`src/rtl/qed_check_ctrl.sv`:
```
// QED consistency-check controller: once original and duplicate retire counts
// match and the pipe drains, compare register j against its pair j+16 for j=1..15.
module qed_check_ctrl #(
  parameter int DATA_W = 72,
  parameter int CNT_W  = 16
) (
  input  logic              clk,
  input  logic              rst,
  input  logic              check_mode,
  input  logic              orig_commit,
  input  logic              dup_commit,
  input  logic              pipe_idle,
  output logic              rd_req,
  output logic [4:0]        rd_addr,
  input  logic              rd_gnt,
  input  logic [DATA_W-1:0] rd_data,
  input  logic              clr_fail,
  output logic              chk_busy,
  output logic              cmp_valid,
  output logic              chk_done,
  output logic              chk_fail,
  output logic [3:0]        fail_idx
);

  // Read handshake: rd_req/rd_addr are held until rd_gnt is seen high in the
  // same cycle; rd_data is sampled exactly one cycle after that grant.
  typedef enum logic [2:0] {IDLE, REQ_LO, CAP_LO, REQ_HI, CAP_HI, DONE} state_t;

  state_t             state, state_nx;
  logic [CNT_W-1:0]   orig_cnt, dup_cnt, last_cnt;
  logic [3:0]         j, j_nx;
  logic [DATA_W-1:0]  lo_reg;
  logic               start, mismatch, fail_set;

  assign start    = check_mode && pipe_idle && (orig_cnt == dup_cnt) &&
                    (orig_cnt != '0) && (orig_cnt != last_cnt);
  assign mismatch = (state == CAP_HI) && check_mode && (rd_data != lo_reg);
  // A fresh mismatch beats a simultaneous clear, so it may re-arm the flag.
  assign fail_set = mismatch && (!chk_fail || clr_fail);

  always_comb begin
    state_nx = state;
    j_nx     = j;
    if (state != IDLE && !check_mode) begin
      state_nx = IDLE;
    end else begin
      case (state)
        IDLE: begin
          if (start) begin
            state_nx = REQ_LO;
            j_nx     = 4'd1;
          end
        end
        REQ_LO:  if (rd_gnt) state_nx = CAP_LO;
        CAP_LO:  state_nx = REQ_HI;
        REQ_HI:  if (rd_gnt) state_nx = CAP_HI;
        CAP_HI: begin
          if (j == 4'd15) begin
            state_nx = DONE;
          end else begin
            state_nx = REQ_LO;
            j_nx     = j + 4'd1;
          end
        end
        DONE:    state_nx = IDLE;
        default: state_nx = IDLE;
      endcase
    end
  end

  always_ff @(posedge clk or negedge rst) begin
    if (!rst) begin
      state     <= IDLE;
      j         <= '0;
      lo_reg    <= '0;
      rd_req    <= 1'b0;
      rd_addr   <= '0;
      chk_busy  <= 1'b0;
      cmp_valid <= 1'b0;
      chk_done  <= 1'b0;
      chk_fail  <= 1'b0;
      fail_idx  <= '0;
    end else begin
      state     <= state_nx;
      j         <= j_nx;
      if (state == CAP_LO) lo_reg <= rd_data;
      // Outputs are registered from the next state so they line up with it.
      rd_req    <= (state_nx == REQ_LO) || (state_nx == REQ_HI);
      rd_addr   <= (state_nx == REQ_LO) ? {1'b0, j_nx} :
                   (state_nx == REQ_HI) ? {1'b1, j_nx} : 5'd0;
      chk_busy  <= (state_nx != IDLE);
      cmp_valid <= (state_nx == CAP_HI);
      chk_done  <= (state_nx == DONE);
      if (fail_set) begin
        chk_fail <= 1'b1;
        fail_idx <= j;
      end else if (clr_fail) begin
        chk_fail <= 1'b0;
        fail_idx <= '0;
      end
    end
  end

  always_ff @(posedge clk or negedge rst) begin
    if (!rst) begin
      orig_cnt <= '0;
      dup_cnt  <= '0;
      last_cnt <= '0;
    end else if (!check_mode) begin
      orig_cnt <= '0;
      dup_cnt  <= '0;
      last_cnt <= '0;
    end else begin
      if (orig_commit) orig_cnt <= orig_cnt + CNT_W'(1);
      if (dup_commit)  dup_cnt  <= dup_cnt + CNT_W'(1);
      if (state == DONE) last_cnt <= orig_cnt;
    end
  end

endmodule

```
`config.mk`:
```
export PLATFORM = sky130hd
export DESIGN_NAME = qed_check_ctrl
export DESIGN_NICKNAME = d
export VERILOG_FILES = /design/src/rtl/qed_check_ctrl.sv
export SDC_FILE = /design/constraint.sdc
export NUM_CORES = 1
export LEC_CHECK = 0
export BUFFER_PORTS_ARGS = -buffer_cell sky130_fd_sc_hd__buf_4
export CORE_AREA = 3 3 113 115
export CTS_CLUSTER_DIAMETER = 80
export CTS_CLUSTER_SIZE = 16
export DETAILED_ROUTE_END_ITERATION = 16
export DIE_AREA = 0 0 116 118
export HOLD_SLACK_MARGIN = 0.15
export PLACE_DENSITY_LB_ADDON = 0.12
export SYNTH_ARGS = -nofsm -noshare
export SYNTH_HDL_FRONTEND = slang
export SYNTH_SLANG_ARGS = --single-unit
```
`constraint.sdc`:
```
create_clock -name clk -period 3.2 [get_ports clk]
set_input_delay 0.16 -clock clk [delete_from_list [all_inputs] [get_ports clk]]
set_output_delay 0.16 -clock clk [all_outputs]
set_load 0.02 [all_outputs]
```
==> results of run 1 <==
path summary, 6_finish.rpt:
path | startpoint | endpoint | depth (start not counted)
max in group asynchronous | rst | last_cnt[9] | 3
setup reg to reg | lo_reg[2] | fail_idx[3] | 6
min in group asynchronous | rst | lo_reg[45] | 2
setup / recovery | rd_data[2] | fail_idx[3] | 8
hold reg to reg | last_cnt[0] | last_cnt[0] | 1
hold / removal | check_mode | chk_busy | 3
area by class of cell:
class	instances	area [µm²]
multi-input combinational	409	3364
tap	147	183.9
clock buffer	17	425.4
antenna	1	2.502
sequential	141	3528
fill	711	2691
inverter	8	30.03
clock inverter	15	165.2
timing repair buffer	173	1520
worst max-delay path, cell delays in order:
cell	delay, ns
dlygate4sd3_1	0.56
buf_4	0.15
xnor2_1	0.16
nand4_1	0.14
nor4_1	0.46
nand4_1	0.30
o21ai_1	0.35
o2bb2ai_1	0.16
placed cells by master (no fill, tap or decap), drive strengths merged, types with 2 or more instances in the layout:
master,instances
nor2,9
nand2,19
and2,27
or3,5
nand2b,3
clkbuf,17
and4,2
a21boi,7
a22o,17
dlygate4sd3,77
clkinv,6
xor2,34
clkinvlp,4
nor2b,12
nor4,14
nor3,3
ha,4
o2bb2ai,6
nand4,32
nand3,17
a21oi,2
inv,11
mux2,70
mux2i,3
and3,8
o21ai,10
bufinv,2
nand4b,2
buf,96
dfrtp,141
xnor2,93
where the power goes:
group          internal [µW]  switching, µW
sequential              2220            334
combinational            787            480
clock                   1160            788
total                   4160           1600
kinds of logic after synthesis:
family / Yosys count / synth area share [%]
buf+inv: 46 / 3.354
mux: 73 / 11.49
flops: 141 / 49.53
simple gates: 156 / 13.47
compound gates: 49 / 5.427
xor+xnor: 127 / 16.03
fa+ha+maj: 4 / 0.7025
per-layer routing:
metal	vias up	share of wire, %	track usage (%)
li1	2381	-	-
met1	2464	43	30.55
met2	124	51	41.01
met3	29	3.9	5.861
met4	0	2.1	7.904
met5	-	0	0
through the flow:
stage	cell area [µm²]	utilization, %
5_1_grt	9220	77.41
2_1_floorplan	7124	-
3_5_place_dp	7856	65.96
3_3_place_gp	7856	65.96
6_report	9220	77.41
4_1_cts	9218	77.38
what timing repair did:
item / 4_1_cts / 5_1_grt
setup endpoints to repair: 0 / 0
endpoints found under the hold margin: 174 / 0
hold buffers: 77 / 0
==> results by group, run 1 <==
Floorplan
  – Die footprint: 13690 µm²
  – IO Pins: 94
  – Row cnt: 40
  – Die H: 118 µm
  – Die width: 116 µm
  – Core ar.: 11910 µm²
  – Initial core utilization: 59.81%

Setup path
  – R2R setup slack: 1.13 ns
  – Nature of the critical path startpoint: primary input
  – Crit path arrival time: around 2.4 ns
  – Setup CP Type: primary input to flop
  – Worst endpoint required time: 3.54 ns
  – Worst setup EP type: flop
  – Crit Path Max Fanout: 4

Yosys
  – Seq cells post-synth: 141
  – Syn Nets: 680
  – Top cells by count, synth: dfrtp_1 (141), xnor2_1 (89), mux2_2 (70)
  – Number of flops mapped to enable cells by yosys: 0
  – Top cells by area, synth: dfrtp_1 (50%), mux2_2 (11%), xnor2_1 (11%)
  – Count leader, synth: dfrtp_1
  – Post-synthesis sequential area ratio: 49.53%
  – Biggest area consumer among synthesized cells: dfrtp_1
  – Top_reg_cell synth: dfrtp_1
  – Top-area cell type share of the netlist area: 49.53%
  – Synthesized area per cell: 11.95 µm²
  – Fraction of registers with async set/reset: 100.0%
  – Synth warn: 0
  – Post-synth cell types: 50
  – Synthesized instance count: about 600
  – Synth Cell Area: 7124 µm²

Timing
  – Final min period: 2.095 ns
  – Endpoints failing hold: 0
  – Hold WS: ~0.17 ns
  – Achievable frequency: 477.4 MHz
  – Clock Skew: about 0.0067 ns
  – Final setup violation count: 0
  – Relative slew slack: 43.13%
  – Final worst slack: between 1 and 1.5 ns
  – RSZ-0062 raised after global routing: no
  – Post-route setup TNS: 0 ns
  – Slew Limit Fails: 0
  – Period utilization: 65.46%
  – Worst Max-Slew Pin Slew: around 0.85 ns

Clocking
  – CTS Buf Count: 17
  – Post_cts resized: 0
  – Max Root-Sink Buffers: 2
  – Clock Sinks: 141
  – Clock-pin slew on the worst setup and hold paths: around 0.06 ns
  – H-tree Lvls: 4
  – CTS tree: yes
  – Post-CTS setup buffer count: 0
  – Root buf cell: clkbuf_16
  – Clock Latency Late Sink: 0.42 ns

Routing
  – Post-route DRC: 0
  – Routed vias: around 5000
  – Post-Route WL: roughly 16000 µm
  – Mean routed wirelength per cell: roughly 18 µm
  – Mean number of vias per cell: 5.486
  – Pre-antenna DRT Iters: 6
  – DRT antenna net count: 0
  – Starting DRT DRC Count: 328

Power and ir drop
  – Leak: between 0.004 and 0.005 µW
  – Power Density: 625.3 nW/µm²
  – Total chip power: 5765 µW
  – Max IR drop VDD: approximately 0.47 mV

Layout
  – Nets@finish: 834
  – Finished Layout Cells: 911
  – Max reg flops: 72
  – Layout cells sized above 1: 27.79%
  – Area Overhead vs Synth: 29.42%

GRT
  – Grt ovf: 0
  – Vias in the first global route: 5307
  – GRT Total Usage: between 20% and 30%
  – Pin count of the biggest net entering global routing: 93
  – Initial antenna violation count: 1
  – First-pass GRT wire length: 26050 µm

Placed design
  – Final HPWL DP: 9558 µm
  – RePlAce Congestion: ~0.8
  – # port buffers: 93
  – Post-placement cell count: 801
  – Setup WS pre-CTS: 1.178 ns

Hold path
  – Worst Hold Class: primary input to flop

Status
  – Status: complete, no violations

Run
  – Max-cap violations: 0
Note: power is estimated with default switching activity, not from simulation.
==> run 2: changes to the inputs <==
--- a/config.mk
+++ b/config.mk
@@ -6,11 +6,11 @@
 export NUM_CORES = 1
 export LEC_CHECK = 0
 export BUFFER_PORTS_ARGS = -buffer_cell sky130_fd_sc_hd__buf_4
-export CORE_AREA = 3 3 113 115
+export CORE_AREA = 3 3 122 124
 export CTS_CLUSTER_DIAMETER = 80
 export CTS_CLUSTER_SIZE = 16
 export DETAILED_ROUTE_END_ITERATION = 16
-export DIE_AREA = 0 0 116 118
+export DIE_AREA = 0 0 125 127
 export HOLD_SLACK_MARGIN = 0.15
 export PLACE_DENSITY_LB_ADDON = 0.12
 export SYNTH_ARGS = -nofsm -noshare
==> constraint.sdc (replaced) <==
create_clock -name clk -period 1.9 [get_ports clk]
set_input_delay 0.095 -clock clk [delete_from_list [all_inputs] [get_ports clk]]
set_output_delay 0.095 -clock clk [all_outputs]
set_load 0.02 [all_outputs]
==> results by group, run 2 (synthesis gave the netlist of run 1 again) <==
Floorplan
  – Die H: 127 µm
  – Die width: 125 µm
  – Initial core utilization: 51.33%
  – Core ar.: around 14000 µm²
  – Die footprint: 15880 µm²
  – IO Pins: 94
  – Row cnt: 43

Clocking
  – Max Root-Sink Buffers: 2
  – CTS Buf Count: 17
  – H-tree Lvls: 4
  – Root buf cell: clkbuf_16
  – Clock-pin slew on the worst setup and hold paths: around 0.060 ns
  – CTS tree: yes
  – Clock Sinks: 141
  – Clock Latency Late Sink: ~0.42 ns

Routing
  – Starting DRT DRC Count: 274
  – Pre-antenna DRT Iters: 5
  – Post-Route WL: 16100 µm
  – Mean routed wirelength per cell: about 17 µm
  – Post-route DRC: 0
  – DRT antenna net count: 0
  – Routed vias: ~5000
  – Mean number of vias per cell: between 5 and 6

Layout
  – Fin area: 9651 µm²
  – Most frequent cells in the layout: dfrtp_1 (129), buf_4 (116), xnor2_1 (86), dlygate4sd3_1 (78), mux2_2 (70)
  – Area Overhead vs Synth: 35.46%
  – Nets@finish: 859
  – Layout cells sized above 1: roughly a third
  – Footprint of the multi-input gates: 3466 µm²
  – Commonest non-fill, non-tap cell in the layout: dfrtp_1
  – Diodes inserted: 0
  – Max reg flops: between 70 and 80
  – Register Area: 3543 µm²
  – Filler cells: 985
  – Finished Layout Cells: 968

Setup path
  – Crit-path max cell delay: 0.42 ns
  – Nature of the critical path startpoint: flop
  – Worst endpoint required time: roughly 2.2 ns
  – Worst setup EP type: flop
  – Crit path arrival time: 2.13 ns
  – Critical path's slowest cell: dfrtp_1
  – Worst r2r src: orig_cnt[2]
  – Crit-path cells: xnor2_2 > nand4_2 > nor4_4 > nand4_4 > and3_1 > and2_1
  – R2R setup slack: 0.08 ns
  – Setup CP Type: flop to flop
  – R2R depth: 6
  – Crit Path Max Fanout: 7
  – Worst R2R End: rd_addr[2]

Timing
  – Period utilization: 95.73%
  – Final worst slack: 0.08113 ns
  – Slew Limit Fails: 0
  – RSZ-0062 raised after global routing: yes
  – Endpoints failing hold: 0
  – Final min period: 1.819 ns
  – Achievable frequency: 549.8 MHz
  – Clock Skew: 0.008677 ns
  – Relative slew slack: between 60% and 70%
  – Worst Max-Slew Pin Slew: around 0.55 ns
  – Final setup violation count: 0
  – Hold WS: 0.1702 ns

Power and ir drop
  – Leak: between 0.004 and 0.005 µW
  – Power Density: 1040 nW/µm²
  – Max IR drop VDD: 0.5908 mV
  – Switching power: 2536 µW
  – Combinational Power Share: 21.3%
  – Cell-internal power: around 7500 µW
  – Sequential power share: 42.4%
  – Clock power frac: 36.2%
  – Total chip power: approximately 10000 µW
  – Net Sw Frac: 25.26%

GRT
  – GRT Total Usage: 21.09%
  – Pin count of the biggest net entering global routing: 62
  – Busiest grt layer: met2
  – Met3 Usage GRT: 5.100%
  – Grt ovf: 0
  – Met2 usage: about 36%
  – First-pass GRT wire length: 26970 µm
  – Vias in the first global route: 5500
  – Initial antenna violation count: 0
  – Met1 Resource Use GR: 26.39%

Hold path
  – Hold Path Stages: 5
  – WHS Endpoint: chk_busy
  – Worst Hold Class: primary input to flop
  – Worst hold start: pipe_idle

Placed design
  – # port buffers: 93
  – Placed cell areas: 8090 µm²
  – Setup WS pre-CTS: -0.08584 ns
  – Post-placement cell count: about 860
  – Final HPWL DP: 10630 µm
  – RePlAce Congestion: 0.8490

Run
  – Max-cap violations: 0

Status
  – Status: complete, no violations
## run 2: cell types whose count changed in the layout (fill, tap and decap cells not counted), sizes merged
cell         previous run  this run
dlygate4sd3            77        78
buf                    96       120
clkinv                  6         4
clkinvlp                4         1
clkbuf                 17        23
diode                   1         0
inv                    11         8
bufinv                  2         4
## run 2: critical path, delay by kind of cell (launching register included)
kind | cells | cell delay, ns
simple gates | 5 | 1.04
flops | 1 | 0.42
xor+xnor | 1 | 0.25
## run 2: per-stage QoR
| stage | TNS (ns) | util, % |
|---|---|---|
| 2_1_floorplan | 0 | - |
| 3_3_place_gp | -0.4499 | 58.28 |
| 3_5_place_dp | -0.6673 | 58.28 |
| 4_1_cts | -0.002181 | 68.84 |
| 5_1_grt | -0.1504 | 69.52 |
| 6_report | 0 | 69.52 |
## run 2: power groups by stage
stage	logic (µW)	registers [µW]	clock network (µW)
3_3_place_gp	1890	4230	0
2_1_floorplan	1490	4180	0
5_1_grt	2360	4350	3860
4_1_cts	2120	4240	3720
3_5_place_dp	1960	4290	0
6_report	2140	4260	3640
## run 2: worst max-delay path by stage
stage / start / end / slack (ns) / cells after the start
3_5_place_dp: orig_cnt[7] / rd_addr[0] / -0.09 / 6
5_1_grt: lo_reg[16] / fail_idx[2] / -0.04 / 7
4_1_cts: lo_reg[45] / fail_idx[2] / -0.002 / 6
6_report: orig_cnt[2] / rd_addr[2] / 0.08 / 6
2_1_floorplan: state[1] / lo_reg[0] / 0.21 / 5
3_3_place_gp: orig_cnt[7] / rd_addr[0] / -0.06 / 6
## run 2: layer usage
| layer | routed length, µm | up-vias |
|---|---|---|
| li1 | - | 2425 |
| met1 | 7072 | 2495 |
| met5 | 0 | - |
| met4 | 271 | 0 |
| met2 | 8183 | 97 |
| met3 | 571 | 24 |
## run 2: what timing repair did
item	4_1_cts	5_1_grt
pin swaps	1	18
resized for setup	4	26
endpoints found under the setup margin	12	18
hold buffers	78	0
endpoints found under the hold margin	244	0
buffers inserted	0	0
## run 2: final cells by class
type	instances	share of cell area [%]
flip-flops and latches	141	36.72
multi-input cells	409	35.91
clock inverters	9	1.608
inverters	8	0.3112
repair buffers	198	17.85
well taps	180	2.334
clock buffers	23	5.264
